`config.mk`:
```
export PLATFORM = sky130hd
export DESIGN_NAME = seg7_scan_driver_flat
export DESIGN_NICKNAME = d
export VERILOG_FILES = /design/src/rtl/seg7_scan_driver_if.sv /design/src/rtl/seg7_scan_driver.sv /design/src/flat_wrapper.sv
export SDC_FILE = /design/constraint.sdc
export NUM_CORES = 1
export LEC_CHECK = 0
export ABC_AREA = 1
export CAP_MARGIN = 20
export CORE_MARGIN = 8
export CORE_UTILIZATION = 60
export CTS_CLUSTER_SIZE = 30
export DETAILED_ROUTE_END_ITERATION = 7
export PLACE_DENSITY_LB_ADDON = 0.08
export SETUP_SLACK_MARGIN = 0.15
export SYNTH_ARGS = -nofsm -noshare
export SYNTH_HDL_FRONTEND = slang
export SYNTH_SLANG_ARGS = --single-unit
```
`constraint.sdc`:
```
create_clock -name clk -period 4.4 [get_ports clk]
set_clock_uncertainty 0.05 [all_clocks]
set_input_delay 0.66 -clock clk [delete_from_list [all_inputs] [get_ports clk]]
set_output_delay 0.66 -clock clk [all_outputs]
set_load 0.02 [all_outputs]
```
`src/rtl/seg7_scan_driver_if.sv`:
```
// Score-display bus: load/clear requests with ready handshake, plus the scanned an/seg display lines.
// master drives requests and watches the display; slave is the driver block.
interface seg7_scan_driver_if #(
    parameter int N_DIGITS = 4,
    parameter int VALUE_W  = 8
);
    logic                load;
    logic [VALUE_W-1:0]  value;
    logic                clear;
    logic                ready;
    logic [N_DIGITS-1:0] an;
    logic [6:0]          seg;

    modport master (output load, value, clear, input ready, an, seg);
    modport slave  (input load, value, clear, output ready, an, seg);
endinterface

```
`src/rtl/seg7_scan_driver.sv`:
```
// Binary score -> sequential double-dabble BCD -> N-digit multiplexed 7-seg; ready low VALUE_W+1 cycles per load, loads while busy dropped.
// Define SEG7_LEADING_BLANK_EN to blank leading zero digits (digit 0 always lit).
module seg7_scan_driver #(
    parameter int N_DIGITS    = 4,
    parameter int VALUE_W     = 8,
    parameter int REFRESH_DIV = 100000,
    parameter int MAX_VAL     = 100
) (
    input  logic               clk,
    input  logic               rst,
    seg7_scan_driver_if.slave  bus
);
    localparam logic [1:0] ST_IDLE   = 2'd0;
    localparam logic [1:0] ST_SHIFT  = 2'd1;
    localparam logic [1:0] ST_COMMIT = 2'd2;

    localparam logic [6:0] SEG_OFF  = 7'b1111111;
    localparam logic [6:0] SEG_DASH = 7'b0111111;
    localparam logic [6:0] SEG_M    = 7'b1101010;
    localparam logic [6:0] SEG_A    = 7'b0001000;

    function automatic int dec_digits(input int w);
        longint m;
        int     d;
        m = (64'sd1 <<< w) - 1;
        d = 1;
        while (m >= 10) begin
            m = m / 10;
            d++;
        end
        return d;
    endfunction

    function automatic longint max_dec(input int n);
        longint r;
        r = 1;
        for (int i = 0; i < n; i++) r = r * 10;
        return r - 1;
    endfunction

    function automatic logic [6:0] seg_of(input logic [3:0] d);
        case (d)
            4'd0:    seg_of = 7'b1000000;
            4'd1:    seg_of = 7'b1111001;
            4'd2:    seg_of = 7'b0100100;
            4'd3:    seg_of = 7'b0110000;
            4'd4:    seg_of = 7'b0011001;
            4'd5:    seg_of = 7'b0010010;
            4'd6:    seg_of = 7'b0000010;
            4'd7:    seg_of = 7'b1111000;
            4'd8:    seg_of = 7'b0000000;
            4'd9:    seg_of = 7'b0010000;
            default: seg_of = SEG_OFF;
        endcase
    endfunction

    localparam int BCD_D = dec_digits(VALUE_W);
    localparam int BW    = 4 * BCD_D;
    localparam int PD    = (N_DIGITS > BCD_D) ? N_DIGITS : BCD_D;
    localparam int BCW   = $clog2(VALUE_W);
    localparam int CW    = (REFRESH_DIV > 1) ? $clog2(REFRESH_DIV) : 1;
    localparam int IW    = $clog2(N_DIGITS);
    localparam logic [63:0] DEC_MAX = 64'(max_dec(N_DIGITS));
    localparam logic [63:0] MAX64   = 64'(MAX_VAL);

    logic [1:0]         state;
    logic [VALUE_W-1:0] val_q;
    logic [VALUE_W-1:0] bin_q;
    logic [BW-1:0]      bcd_q;
    logic [BW-1:0]      bcd_adj;
    logic [4*PD-1:0]    bcd_pad;
    logic [BCW-1:0]     bit_cnt;
    logic [6:0]         codes      [N_DIGITS];
    logic [6:0]         next_codes [N_DIGITS];
    logic [3:0]         dig;
    logic [CW-1:0]      ref_cnt;
    logic [IW-1:0]      idx;

    assign bus.ready = (state == ST_IDLE);
    assign bcd_pad   = (4*PD)'(bcd_q);

    always_comb begin
        bcd_adj = bcd_q;
        for (int i = 0; i < BCD_D; i++) begin
            if (bcd_q[4*i +: 4] >= 4'd5) bcd_adj[4*i +: 4] = bcd_q[4*i +: 4] + 4'd3;
        end
    end

    // Digits are scanned from the top so leading zeros can be recognised before they are emitted.
    always_comb begin
`ifdef SEG7_LEADING_BLANK_EN
        logic nz;
        nz = 1'b0;
`endif
        dig = 4'd0;
        for (int i = 0; i < N_DIGITS; i++) next_codes[i] = SEG_OFF;
        if (64'(val_q) == MAX64) begin
            next_codes[0] = SEG_A;
            next_codes[1] = SEG_M;
        end else if (64'(val_q) > DEC_MAX) begin
            for (int i = 0; i < N_DIGITS; i++) next_codes[i] = SEG_DASH;
        end else begin
            for (int i = N_DIGITS - 1; i >= 0; i--) begin
                dig = bcd_pad[4*i +: 4];
`ifdef SEG7_LEADING_BLANK_EN
                if (dig != 4'd0) nz = 1'b1;
                next_codes[i] = (!nz && i != 0) ? SEG_OFF : seg_of(dig);
`else
                next_codes[i] = seg_of(dig);
`endif
            end
        end
    end

    always_ff @(posedge clk) begin
        if (rst) begin
            state   <= ST_IDLE;
            val_q   <= '0;
            bin_q   <= '0;
            bcd_q   <= '0;
            bit_cnt <= '0;
            for (int i = 0; i < N_DIGITS; i++) codes[i] <= SEG_DASH;
        end else if (bus.clear) begin
            state <= ST_IDLE;
            for (int i = 0; i < N_DIGITS; i++) codes[i] <= SEG_DASH;
        end else begin
            case (state)
                ST_IDLE: begin
                    if (bus.load) begin
                        val_q   <= bus.value;
                        bin_q   <= bus.value;
                        bcd_q   <= '0;
                        bit_cnt <= '0;
                        state   <= ST_SHIFT;
                    end
                end
                ST_SHIFT: begin
                    {bcd_q, bin_q} <= {bcd_adj, bin_q} << 1;
                    bit_cnt        <= bit_cnt + 1'b1;
                    if (bit_cnt == BCW'(VALUE_W - 1)) state <= ST_COMMIT;
                end
                ST_COMMIT: begin
                    for (int i = 0; i < N_DIGITS; i++) codes[i] <= next_codes[i];
                    state <= ST_IDLE;
                end
                default: state <= ST_IDLE;
            endcase
        end
    end

    // Scan position is independent of the converter so display updates never jolt the refresh.
    always_ff @(posedge clk) begin
        if (rst) begin
            ref_cnt <= '0;
            idx     <= '0;
            bus.an  <= '1;
            bus.seg <= SEG_OFF;
        end else begin
            if (ref_cnt == CW'(REFRESH_DIV - 1)) begin
                ref_cnt <= '0;
                idx     <= (idx == IW'(N_DIGITS - 1)) ? '0 : idx + 1'b1;
            end else begin
                ref_cnt <= ref_cnt + 1'b1;
            end
            bus.an  <= ~(N_DIGITS'(1) << idx);
            bus.seg <= codes[idx];
        end
    end
endmodule

```
`src/flat_wrapper.sv`:
```
// flat-port wrapper written by rule: the top's interface ports become plain ports
module seg7_scan_driver_flat 
#(
    parameter int N_DIGITS    = 4,
    parameter int VALUE_W     = 8,
    parameter int REFRESH_DIV = 100000,
    parameter int MAX_VAL     = 100
)
  (clk, rst, bus_load, bus_value, bus_clear, bus_ready, bus_an, bus_seg);
  seg7_scan_driver_if #(.N_DIGITS(N_DIGITS), .VALUE_W(VALUE_W)) bus_i ();
  input  logic clk;
  input  logic rst;
  input wire logic [$bits(bus_i.load)-1:0] bus_load;
  input wire logic [$bits(bus_i.value)-1:0] bus_value;
  input wire logic [$bits(bus_i.clear)-1:0] bus_clear;
  output wire logic [$bits(bus_i.ready)-1:0] bus_ready;
  output wire logic [$bits(bus_i.an)-1:0] bus_an;
  output wire logic [$bits(bus_i.seg)-1:0] bus_seg;
  assign bus_i.load = bus_load;
  assign bus_i.value = bus_value;
  assign bus_i.clear = bus_clear;
  assign bus_ready = bus_i.ready;
  assign bus_an = bus_i.an;
  assign bus_seg = bus_i.seg;
  seg7_scan_driver #(.N_DIGITS(N_DIGITS), .VALUE_W(VALUE_W), .REFRESH_DIV(REFRESH_DIV), .MAX_VAL(MAX_VAL)) u_core (.clk(clk), .rst(rst), .bus(bus_i));
endmodule
```
==> results.json <==
{
  "status": "finished clean",
  "postCtsSetupRepairBufs": 0,
  "wl_per_cell_um": 13.0,
  "hp-class": "reg2reg",
  "yosys.area.top_type": "dfxtp_1",
  "antenna_left": 0,
  "dr.pass1.iters": 4,
  "crit_type": "in2reg",
  "place.port_buffers": 23,
  "die_w_um": 108,
  "antenna_found_initial": 0,
  "worst_pin_slew_ns": 0.842,
  "ios": 24,
  "area_delta_synth_final_pct": 9.53,
  "cts_buffer_depth": 2,
  "yosys_warnings": 0,
  "clock_latency_ns": 0.37,
  "rsz0062_at_grt": "false",
  "path_max_fanout": 19,
  "drive_above_1_share": 0.102,
  "whs_path_depth": 2,
  "ctsResizeCount": 0,
  "finalSetupTns_ns": 0,
  "cts_made_buffers": 9,
  "final_util": 0.675,
  "initial_utilization": 0.616,
  "drv_cap": 0,
  "globalplace.congestion": 0.849,
  "timing.hold.ws_ns": 0.406,
  "wirelength_um": 9980,
  "grt.overflow.total": 0,
  "critical_path_required_ns": 4.62,
  "gr-usage-met2": 0.327,
  "core_um2": 8180,
  "ys_seq_area_frac": 0.455,
  "grt_start_max_net_pins": 38,
  "period_minus_slack_ns": 2.72,
  "cts_hold_buf": 0,
  "r2r_start": "u_core.state[0]",
  "cts_sinks": 107,
  "grtUsageTotal": 0.178,
  "num_rows": 33,
  "htreeDepth": 3,
  "synth-seq-cells": 107,
  "ff2ff_path_depth": 11,
  "syn_area_um2": 5040,
  "die_h_um": 108,
  "syn_nets": 675,
  "worstPathArrival_ns": 2.95,
  "final_nets": 695,
  "end_kind": "flop",
  "max_freq_ghz": 0.367,
  "hpwlAfterDp_um": 7510,
  "relSlewSlack": 0.434,
  "synth_cell_types": 40,
  "yosysTopAreaCellShare": 0.365,
  "layout_commonest_cell": "nand2_1",
  "total_leakage_power_nw": 2.52,
  "fillers": 688,
  "power_density_nw_per_um2": 316,
  "diodes": 0,
  "vdd_ir_drop_max_v": 0.000182,
  "final.period_utilization": 0.619,
  "synth_area_leaders": "dfxtp_1 (37%), nand2_1 (13%), edfxtp_1 (8.9%)",
  "drtIter0Drc": 140,
  "grt.met1_usage": 0.194,
  "critical_path.startpoint_type": "primary input",
  "dr_total_vias": 4062,
  "reg2reg_setup_slack_ns": 1.99,
  "netlist_instances": 635,
  "setup_violations": 0,
  "ctsRootBufferMaster": "clkbuf_8",
  "grt_pass1_wl_um": 16700,
  "slew_violations": 0,
  "die_area_um2": 11600,
  "met3_usage": 0.0305,
  "hold_viol": 0,
  "clk_pin_slew_ns": 0.11,
  "grt_pass1_vias": 3845,
  "hold_end": "u_core.codes[2][0]",
  "syn_area_per_cell_um2": 7.94,
  "drt_drc_violations_left": 0,
  "layout_common_cells": "nand2_1 (170), dfxtp_1 (92), inv_1 (63)",
  "cts_tree": "built",
  "via_per_inst": 5.31,
  "grt-busiest-layer": "met2"
}
[cell families after synthesis]
group                      synth area share
AOI/OAI and AO/OA                    0.0899
xor gates and xnor gates             0.0104
adders and majority gates            0.0695
buffers and inverters                0.0755
DFF                                   0.455
and+or+nand+nor                       0.300
[critical path, cell delays in order]
cell	delay (ns)
clkdlybuf4s50_1	0.65
nor2_1	0.12
o21ai_4	0.19
inv_2	0.26
o21ai_2	0.19
nand2_1	0.18
inv_1	0.16
ha_1	0.23
nand3b_1	0.17
nand3_1	0.09
nand2_1	0.05
[cell usage after synthesis, drive strengths merged]
cell	n
o31ai	6
o21ai	28
or2	6
inv	73
nand4	13
a21oi	23
nor2	64
clkinv	1
edfxtp	15
o211a	1
dfxtp	92
nand3b	13
a22oi	2
xor2	5
o22ai	6
nor3	5
o311ai	1
nand3	43
nand2	185
clkbuf	6
a31oi	7
nor4	1
xnor2	1
buf	10
ha	28
[through the flow]
| step | worst slack (ns) | instance area [um^2] | std cells | total power, W |
|---|---|---|---|---|
| floorplan | 2.22 | 5040 | 635 | 0.00112 |
| global placement | 1.37 | 5320 | 749 | 0.00115 |
| detailed placement | 1.29 | 5320 | 749 | 0.00115 |
| CTS | 1.69 | 5520 | 765 | 0.00175 |
| global route | 1.52 | 5520 | 765 | 0.00181 |
| finish | 1.68 | 5520 | 765 | 0.00174 |
[report_power, final]
group	switching [W]	leakage, nW	total, W	internal (W)
Combinational	0.0000731	1.55	0.000111	0.0000379
Sequential	0.0000109	0.866	0.00102	0.00101
Clock	0.000381	0.104	0.000610	0.000230
[cell type report]
type,instances,area [um^2],area share
Clock buffer,9,124,0.0224
Multi-Input combinational cell,438,2370,0.429
Tap cell,105,131,0.0238
Clock inverter,7,81.3,0.0147
Sequential cell,107,2290,0.415
Inverter,74,279,0.0505
Timing Repair Buffer,25,245,0.0444
[how the worst max path moves through the flow]
stage | startpoint | to | slack [ns] | cells after the start
after global routing | bus_clear | flop | 1.52 | 11
after detailed placement | bus_clear | flop | 1.29 | 11
final | bus_clear | flop | 1.68 | 11
after floorplan | rst | flop | 2.22 | 9
after global placement | bus_clear | flop | 1.37 | 11
after CTS | bus_clear | flop | 1.69 | 11
[per-layer routing]
layer,wire length [um],vias to the layer above
met2,5050,67
met4,206,0
met5,0,-
met3,313,17
met1,4410,1886
li1,-,2092
(Power assumes the default switching activity.)
